--- src/rtl/ppu_vblank_write_queue.sv ---
// Holds CPU writes to PPU memories in a FIFO and releases them only while vblank
// is high so visible frames never tear; also raises a sticky frame interrupt on vblank rise.
module ppu_vblank_write_queue #(
    parameter int                DEPTH     = 16,
    parameter int                ADDR_W    = 12,
    parameter int                DATA_W    = 32,
    parameter logic [ADDR_W-1:0] CTRL_ADDR = 12'hFFF
) (
    input  logic              clk,
    input  logic              reset_n,
    input  logic              s_chipselect,
    input  logic              s_write,
    input  logic              s_read,
    input  logic [ADDR_W-1:0] s_address,
    input  logic [DATA_W-1:0] s_writedata,
    output logic [31:0]       s_readdata,
    output logic              s_waitrequest,
    input  logic              vblank,
    output logic              m_chipselect,
    output logic              m_write,
    output logic [ADDR_W-1:0] m_address,
    output logic [DATA_W-1:0] m_writedata,
    output logic              irq
);

    localparam int PTR_W = $clog2(DEPTH);
    localparam int CNT_W = PTR_W + 1;
    localparam logic [CNT_W-1:0] FULL_CNT = CNT_W'(DEPTH);
    localparam logic [CNT_W-1:0] ZERO_CNT = CNT_W'(0);
    localparam logic [CNT_W-1:0] ONE_CNT  = CNT_W'(1);
    localparam logic [PTR_W-1:0] ONE_PTR  = PTR_W'(1);

    typedef enum logic [0:0] {
        ST_IDLE  = 1'b0,
        ST_DRAIN = 1'b1
    } state_t;

    logic [ADDR_W-1:0] fifo_addr_r [DEPTH];
    logic [DATA_W-1:0] fifo_data_r [DEPTH];
    logic [PTR_W-1:0]  wr_ptr_r;
    logic [PTR_W-1:0]  rd_ptr_r;
    logic [CNT_W-1:0]  count_r;
    state_t            state_r;
    logic              vblank_q_r;
    logic              irq_r;
    logic              m_chipselect_r;
    logic              m_write_r;
    logic [ADDR_W-1:0] m_address_r;
    logic [DATA_W-1:0] m_writedata_r;

    logic              data_wr_s;
    logic              ctrl_wr_s;
    logic              status_rd_s;
    logic              full_s;
    logic              push_s;
    logic              pop_s;
    logic [CNT_W-1:0]  count_next_s;
    logic              irq_set_s;
    logic              irq_clr_s;
    logic [31:0]       status_s;

    // Bus decode, push/pop qualification and next occupancy
    always_comb begin
        data_wr_s   = s_chipselect & s_write & (s_address != CTRL_ADDR);
        ctrl_wr_s   = s_chipselect & s_write & (s_address == CTRL_ADDR);
        status_rd_s = s_chipselect & s_read & (s_address == CTRL_ADDR);
        full_s      = (count_r == FULL_CNT);
        // A full queue stalls the writer even when a pop frees a slot this cycle.
        push_s      = data_wr_s & ~full_s;
        case (state_r)
            ST_IDLE:  pop_s = vblank & (count_r != ZERO_CNT);
            ST_DRAIN: pop_s = vblank & (count_r != ZERO_CNT);
            default:  pop_s = 1'b0;
        endcase
        case ({push_s, pop_s})
            2'b10:   count_next_s = count_r + ONE_CNT;
            2'b01:   count_next_s = count_r - ONE_CNT;
            default: count_next_s = count_r;
        endcase
        irq_set_s = vblank & ~vblank_q_r;
        irq_clr_s = ctrl_wr_s & s_writedata[0];
    end

    // Zero-latency status port and write stall
    always_comb begin
        status_s = {irq_r, vblank, full_s, 13'b0, {(16 - CNT_W){1'b0}}, count_r};
        if (status_rd_s) begin
            s_readdata = status_s;
        end else begin
            s_readdata = 32'h0000_0000;
        end
        s_waitrequest = data_wr_s & full_s;
    end

    // Entry storage; contents need no reset because count gates every read
    always_ff @(posedge clk) begin
        if (push_s) begin
            fifo_addr_r[wr_ptr_r] <= s_address;
            fifo_data_r[wr_ptr_r] <= s_writedata;
        end
    end

    // Pointers, occupancy and drain FSM
    always_ff @(posedge clk or negedge reset_n) begin
        if (!reset_n) begin
            wr_ptr_r <= '0;
            rd_ptr_r <= '0;
            count_r  <= ZERO_CNT;
            state_r  <= ST_IDLE;
        end else begin
            if (push_s) begin
                wr_ptr_r <= wr_ptr_r + ONE_PTR;
            end
            if (pop_s) begin
                rd_ptr_r <= rd_ptr_r + ONE_PTR;
            end
            count_r <= count_next_s;
            case (state_r)
                ST_IDLE: begin
                    if (vblank && (count_r != ZERO_CNT)) begin
                        state_r <= ST_DRAIN;
                    end
                end
                ST_DRAIN: begin
                    if (!vblank || (count_next_s == ZERO_CNT)) begin
                        state_r <= ST_IDLE;
                    end
                end
                default: state_r <= ST_IDLE;
            endcase
        end
    end

    // Registered PPU write port; address/data hold their last value between pops
    always_ff @(posedge clk or negedge reset_n) begin
        if (!reset_n) begin
            m_chipselect_r <= 1'b0;
            m_write_r      <= 1'b0;
            m_address_r    <= '0;
            m_writedata_r  <= '0;
        end else begin
            m_chipselect_r <= pop_s;
            m_write_r      <= pop_s;
            if (pop_s) begin
                m_address_r   <= fifo_addr_r[rd_ptr_r];
                m_writedata_r <= fifo_data_r[rd_ptr_r];
            end
        end
    end

    // Frame interrupt; vblank_q starts high so a vblank already active at reset is not an edge
    always_ff @(posedge clk or negedge reset_n) begin
        if (!reset_n) begin
            vblank_q_r <= 1'b1;
            irq_r      <= 1'b0;
        end else begin
            vblank_q_r <= vblank;
            if (irq_set_s) begin
                irq_r <= 1'b1;
            end else if (irq_clr_s) begin
                irq_r <= 1'b0;
            end
        end
    end

    assign m_chipselect = m_chipselect_r;
    assign m_write      = m_write_r;
    assign m_address    = m_address_r;
    assign m_writedata  = m_writedata_r;
    assign irq          = irq_r;

endmodule
--- config.mk ---
export PLATFORM = sky130hd
export DESIGN_NAME = ppu_vblank_write_queue
export DESIGN_NICKNAME = d
export VERILOG_FILES = /design/src/rtl/ppu_vblank_write_queue.sv
export SDC_FILE = /design/constraint.sdc
export NUM_CORES = 1
export LEC_CHECK = 0
export BUFFER_PORTS_ARGS = -buffer_cell sky130_fd_sc_hd__buf_2
export CAP_MARGIN = 25
export CORE_MARGIN = 2
export CORE_UTILIZATION = 65
export CTS_CLUSTER_DIAMETER = 60
export DETAILED_ROUTE_END_ITERATION = 12
export GPL_TIMING_DRIVEN = 0
export PLACE_DENSITY = 0.81
export SETUP_SLACK_MARGIN = 0.02
export SLEW_MARGIN = 20
export SYNTH_ARGS = -nofsm -noshare
export SYNTH_HDL_FRONTEND = slang
export SYNTH_SLANG_ARGS = --single-unit
--- constraint.sdc ---
create_clock -name clk -period 13.3 [get_ports clk]
set_input_delay 0.665 -clock clk [delete_from_list [all_inputs] [get_ports clk]]
set_output_delay 0.665 -clock clk [all_outputs]
set_load 0.05 [all_outputs]
==> results.sh, run 1 <==
export IMPL_status="completed"
export IMPL_synth_area_per_cell_um2=21.7
export IMPL_grt_max_degree=34
export IMPL_area_growth_syn_to_layout_pct=15.1
export IMPL_max_freq_ghz=0.261
export IMPL_dp_slack_ps=9280
export IMPL_combPwrFrac=0.297
export IMPL_multi_input_area_um2=6110
export IMPL_drcViolationCount=0
export IMPL_n_antenna_cell=0
export IMPL_ys_top_cells_by_area="edfxtp_1 (72%), mux4_2 (14%), dfrtp_1 (5.0%), mux2i_1 (1.5%), o221ai_1 (1.3%)"
export IMPL_synth_warnings=0
export IMPL_synthTopCellsByCount="edfxtp_1 (704), mux4_2 (176), nand2_1 (100)"
export IMPL_fin_area_um2=33700
export IMPL_cts_buffers=76
export IMPL_clk_pin_slew_ps=60
export IMPL_crit_path_top_delay_cell="o21ai_4"
export IMPL_synthArstFlopShare=0.0785
export IMPL_track_usage=0.304
export IMPL_cts_setup_buffers=0
export IMPL_syn_inst=1352
export IMPL_clockBufferDepth=3
export IMPL_place_gp_congestion=0.778
export IMPL_power_switching_mw=2.29
export IMPL_peakVddDrop_mv=0.136
export IMPL_drive_gt1_frac=0.321
export IMPL_synth_edf_count=704
export IMPL_post_synth_top_area_cell="edfxtp_1"
export IMPL_slowest_delay_ps=670
export IMPL_wl_per_cell_um=30.4
export IMPL_antenna_found_initial=0
export IMPL_root_buffer="clkbuf_16"
export IMPL_hold_violations=0
export IMPL_cts_sinks=764
export IMPL_drtIter0Drc=1949
export IMPL_critPathKind="reg2reg"
export IMPL_p_sw_frac=0.317
export IMPL_ys_seq_elements=764
export IMPL_htreeDepth=3
export IMPL_critPathArrivalTime_ps=4310
export IMPL_critPathRequiredTime_ps=13780
export IMPL_placed_area_um2=31200
export IMPL_routed_wl_um=68500
export IMPL_fin_ws_ps=9470
export IMPL_port_buffers=105
export IMPL_clock_latency_ps=610
export IMPL_core_area_um2=44300
export IMPL_path_common_cell="ha_1"
export IMPL_ys_seq_area_frac=0.773
export IMPL_cp_start_kind="register"
export IMPL_tns_ps=0
export IMPL_grt_pass1_vias=15800
export IMPL_die_y_um=216
export IMPL_min_period_ps=3830
export IMPL_dominantRegCellSynth="edfxtp_1"
export IMPL_gr_total_overflow=0
export IMPL_nNetsFinal=1655
export IMPL_dr_pass1_iters=5
export IMPL_p_per_area_nw_per_um2=215
export IMPL_relSlewSlack=0.402
export IMPL_netlist_area_leader_share=0.722
export IMPL_crit_family="simple AND/OR/NAND/NOR gates"
export IMPL_whs_ps=20.2
export IMPL_initial_utilization=0.661
export IMPL_crit_path_end_kind="register"
export IMPL_cts_hold_buf=0
export IMPL_dieWidth_um=216
export IMPL_dieArea_um2=46800
export IMPL_ys_types=41
export IMPL_vias=14900
export IMPL_hp_class="in2async"
export IMPL_p_clk_frac=0.299
export IMPL_rsz0062_at_grt="no"
export IMPL_fin_worst_skew_ps=22.1
export IMPL_worstMarginPinSlew_ps=890
export IMPL_crit_fanout=10
export IMPL_cp_cell_sequence="or4_1 > o21ai_4 > inv_2 > ha_1 > ha_1 > nor2b_1 > o21ai_0 > a21oi_1 > or3b_2 > xnor2_1"
export IMPL_cts_resized_gates=0
export IMPL_post_route_period_util=0.288
export IMPL_cp_num_buf_inv=1
export IMPL_grt_pass1_wl_um=102000
export IMPL_ioPinCount=130
export IMPL_fillers=2289
export IMPL_dp_hpwl_um=39800
export IMPL_seq_power_share=0.403
export IMPL_yosys_cell_count_top_type="edfxtp_1"
export IMPL_rows=77
export IMPL_syn_area_um2=29300
export IMPL_maxCapViolations=0
export IMPL_p_leak_nw=11.4
export IMPL_vias_per_cell=6.61
export IMPL_drv_slew=0
export IMPL_seq_area_um2=22600
export IMPL_ant_nets=0
export IMPL_setup_viol=0
export IMPL_p_int_mw=4.95
export IMPL_reg2reg_slack_ps=9470
export IMPL_cts_tree="done"
[power groups by stage]
stage                     combinational [mW]  sequential [mW]  clock, mW
final                                   2.15             2.92       2.17
after global routing                    2.28             2.93       2.27
after CTS                               2.16             2.92       2.18
after detailed placement                2.10             2.96          0
after global placement                  2.03             2.96          0
after floorplan                         1.26             3.19          0
[routing by layer]
| metal | global-route usage | share of wire | vias to the layer above |
|---|---|---|---|
| met4 | 0.121 | 0.032 | 0 |
| li1 | - | - | 6034 |
| met2 | 0.507 | 0.52 | 893 |
| met3 | 0.0567 | 0.084 | 152 |
| met1 | 0.406 | 0.37 | 7798 |
| met5 | 0 | 0 | - |
[cells in the final DEF, fill, tap and decap left out, drive strengths merged, types with 7 or more instances in the layout]
master / count
dfrtp: 59
and2: 15
mux4: 176
buf: 219
o21ai: 50
clkinv: 23
inv: 10
conb: 24
edfxtp: 704
and3: 7
ha: 9
mux2i: 45
clkbuf: 129
nand2: 100
o221ai: 44
xnor2: 8
[final cells by class]
class	count	share of cell area
Buffer	96	0.0190
Clock buffer	110	0.0673
Clock inverter	30	0.00795
Inverter	9	0.00100
Multi-Input combinational cell	506	0.181
Sequential cell	764	0.672
Tap cell	592	0.0220
Timing Repair Buffer	142	0.0293
[registers in the layout, indices dropped and copies added, names as in the netlist]
signal       count
fifo_data_r    512
m_write          1
irq              1
count_r          5
m_address       12
fifo_addr_r    192
rd_ptr_r         4
vblank_q_r       1
wr_ptr_r         4
m_writedata     32
[metrics by stage]
step                cells  power (mW)   util
floorplan            1375        4.44      -
global placement     2072        4.99  0.691
detailed placement   2109        5.06  0.703
CTS                  2249        7.26  0.760
global route         2249        7.48  0.760
finish               2249        7.24  0.760
[kinds of logic after synthesis]
group / Yosys count / synth area share
compound gates: 97 / 0.0227
xor+xnor: 10 / 0.00299
fa+ha+maj: 10 / 0.00453
buf+inv: 105 / 0.0230
flops: 764 / 0.773
mux: 221 / 0.151
other cells: 1 / 0.000128
simple gates: 144 / 0.0225
[path summary, 6_finish.rpt]
path	start	to	depth (start not counted)
worst max-delay path	count_r[0]$_DFFE_PN0P_	count_r[4]$_DFFE_PN0P_	10
worst min-delay path	reset_n	wr_ptr_r[3]$_DFFE_PN0P_	1
worst max register to register	count_r[0]$_DFFE_PN0P_	count_r[4]$_DFFE_PN0P_	10
worst min register to register	m_writedata[14]$_DFFE_PN0P_	m_writedata[14]$_DFFE_PN0P_	2
max in group asynchronous	reset_n	vblank_q_r$_DFF_PN1_	2
min in group clk	vblank	vblank_q_r$_DFF_PN1_	1
Note: power is estimated with default switching activity, not from simulation.
==> run 2: changes to the inputs <==
Settings changed: ABC_AREA set to 1, CORE_UTILIZATION 65 to 55, PLACE_DENSITY 0.81 to 0.72.
Clock period 13.3 ns to 3.1 ns, I/O delays scaled along.
==> results.sh, run 2 <==
export IMPL_antenna_found_initial=1
export IMPL_grt_pass1_wl_um=128000
export IMPL_cts_sinks=764
export IMPL_seq_area_um2=22600
export IMPL_synth_edf_count=704
export IMPL_p_leak_nw=14.1
export IMPL_routed_wl_um=86200
export IMPL_htreeDepth=3
export IMPL_crit_path_end_kind="register"
export IMPL_netlist_area_leader_share=0.683
export IMPL_finalPower_mw=34.0
export IMPL_cts_tree="done"
export IMPL_gr_total_overflow=0
export IMPL_most_common_layout_cells="nand2_1 (1100), edfxtp_1 (704), nand3_1 (535), buf_2 (199), clkbuf_16 (81)"
export IMPL_critPathRequiredTime_ps=3600
export IMPL_max_freq_ghz=0.349
export IMPL_combPwrFrac=0.369
export IMPL_ioPinCount=130
export IMPL_synth_area_per_cell_um2=11.6
export IMPL_root_buffer="clkbuf_16"
export IMPL_p_sw_frac=0.391
export IMPL_hold_violations=0
export IMPL_post_synth_top_area_cell="edfxtp_1"
export IMPL_ant_nets=0
export IMPL_wl_per_cell_um=22.9
export IMPL_clock_latency_ps=620
export IMPL_min_period_ps=2870
export IMPL_clk_pin_slew_ps=60
export IMPL_post_route_period_util=0.925
export IMPL_n_antenna_cell=0
export IMPL_dr_pass1_iters=9
export IMPL_fin_worst_skew_ps=12.4
export IMPL_rsz0062_at_grt="no"
export IMPL_core_area_um2=55300
export IMPL_track_usage=0.301
export IMPL_ys_top_cells_by_area="edfxtp_1 (68%), nand2_1 (13%), nand3_1 (8.7%), dfrtp_1 (4.8%), buf_2 (1.6%)"
export IMPL_vias=21900
export IMPL_ys_seq_elements=764
export IMPL_die_y_um=241
export IMPL_critPathArrivalTime_ps=3370
export IMPL_largest_reg_flops=512
export IMPL_cp_start_kind="input port"
export IMPL_drv_slew=0
export IMPL_fin_ws_ps=233
export IMPL_synth_warnings=0
export IMPL_nNetsFinal=3024
export IMPL_clockBufferDepth=3
export IMPL_maxCapViolations=0
export IMPL_p_clk_frac=0.267
export IMPL_status="completed"
export IMPL_setup_viol=0
export IMPL_p_per_area_nw_per_um2=937
export IMPL_dieWidth_um=241
export IMPL_grt_pass1_vias=21400
export IMPL_rows=86
export IMPL_syn_area_um2=30900
export IMPL_drive_gt1_frac=0.133
export IMPL_p_int_mw=20.7
export IMPL_critPathKind="in2reg"
export IMPL_area_growth_syn_to_layout_pct=17.4
export IMPL_hp_class="in2async"
export IMPL_dp_hpwl_um=55700
export IMPL_dieArea_um2=58200
export IMPL_dominantRegCellSynth="edfxtp_1"
export IMPL_synthTopCellsByCount="nand2_1 (1100), edfxtp_1 (704), nand3_1 (535)"
export IMPL_cts_setup_buffers=0
export IMPL_power_switching_mw=13.3
export IMPL_drtIter0Drc=2979
export IMPL_drcViolationCount=0
export IMPL_crit_fanout=17
export IMPL_seq_power_share=0.364
export IMPL_port_buffers=105
export IMPL_ys_seq_area_frac=0.732
export IMPL_dp_slack_ps=-605
export IMPL_multi_input_area_um2=7440
export IMPL_relSlewSlack=0.390
export IMPL_synthArstFlopShare=0.0785
export IMPL_ys_types=26
export IMPL_tns_ps=0
export IMPL_layout_commonest_cell="nand2_1"
export IMPL_syn_inst=2675
export IMPL_fillers=4048
export IMPL_place_gp_congestion=0.849
export IMPL_vias_per_cell=5.82
export IMPL_grt_max_degree=45
export IMPL_whs_ps=66.9
export IMPL_largest_register="fifo_data_r"
export IMPL_cts_buffers=77
export IMPL_yosys_cell_count_top_type="nand2_1"
export IMPL_peakVddDrop_mv=0.873
export IMPL_initial_utilization=0.559
export IMPL_worstMarginPinSlew_ps=916
## run 2: per-layer routing
metal / global-route usage / routed length [um]
met3: 0.0480 / 8720
met5: 0 / 8
met4: 0.139 / 3470
met1: 0.403 / 32500
met2: 0.488 / 41500
## run 2: what timing repair did
| action | 4_1_cts | 5_1_grt |
|---|---|---|
| hold buffers | 48 | 0 |
| endpoints found under the hold margin | 749 | 0 |
| resized for setup | 4 | 7 |
| setup endpoints to repair | 4 | 3 |
## run 2: path summary, 6_finish.rpt
kind | slack (ps) | end | start | depth (start not counted)
min in group clk | 70 | fifo_data_r[15][0]$_DFFE_PP_ | s_writedata[0] | 1
setup reg to reg | 290 | count_r[4]$_DFFE_PN0P_ | count_r[0]$_DFFE_PN0P_ | 14
setup / recovery | 230 | count_r[4]$_DFFE_PN0P_ | s_address[4] | 19
max in group asynchronous | 1910 | m_writedata[1]$_DFFE_PN0P_ | reset_n | 3
hold / removal | 70 | m_writedata[16]$_DFFE_PN0P_ | reset_n | 3
hold reg to reg | 470 | m_writedata[27]$_DFFE_PN0P_ | m_writedata[27]$_DFFE_PN0P_ | 2
## run 2: area by class of cell
class	count	share of cell area
sequential	764	0.624
multi-input combinational	1727	0.205
clock buffer	108	0.0597
timing repair buffer	188	0.0494
buffer	181	0.0266
tap	748	0.0258
clock inverter	29	0.00717
inverter	25	0.00265
## run 2: power by group through the flow
| stage | Clock (mW) | Combinational [mW] | Sequential, mW |
|---|---|---|---|
| CTS | 9.12 | 12.4 | 12.4 |
| detailed placement | 0 | 12.2 | 12.6 |
| global route | 9.49 | 13.6 | 12.4 |
| finish | 9.09 | 12.6 | 12.4 |
| global placement | 0 | 11.7 | 12.6 |
| floorplan | 0 | 6.99 | 13.5 |
## run 2: critical path, cell delays in order
cell           delay [ps]
dlygate4sd3_1         530
buf_2                 350
nand2_1                90
nor2_1                120
nand3_1               170
nand2_1               160
inv_1                  90
nand2_1               160
buf_6                 250
ha_2                  280
inv_1                  70
fa_1                  410
inv_1                  70
nand2_1                70
nand2_1                60
a21oi_1                70
xor2_1                150
nand2_1                60
nand2_1                50
## run 2: cells by family (layout without fill, tap and decap cells)
family | after synthesis | in the layout | synth area share
xor gates and xnor gates | 9 | 9 | 0.00255
other | 1 | 24 | 0.000121
and+or+nand+nor | 1673 | 1673 | 0.225
adders and majority gates | 10 | 10 | 0.00429
AOI/OAI and AO/OA | 11 | 11 | 0.00190
DFF | 764 | 764 | 0.732
buffers and inverters | 207 | 531 | 0.0341
## run 2: through the flow
stage	instances	instance area, um^2	util
after floorplan	2698	31000	-
after global placement	3551	32500	0.588
after detailed placement	3584	33400	0.603
after CTS	3768	36300	0.656
after global routing	3770	36300	0.656
final	3770	36300	0.656
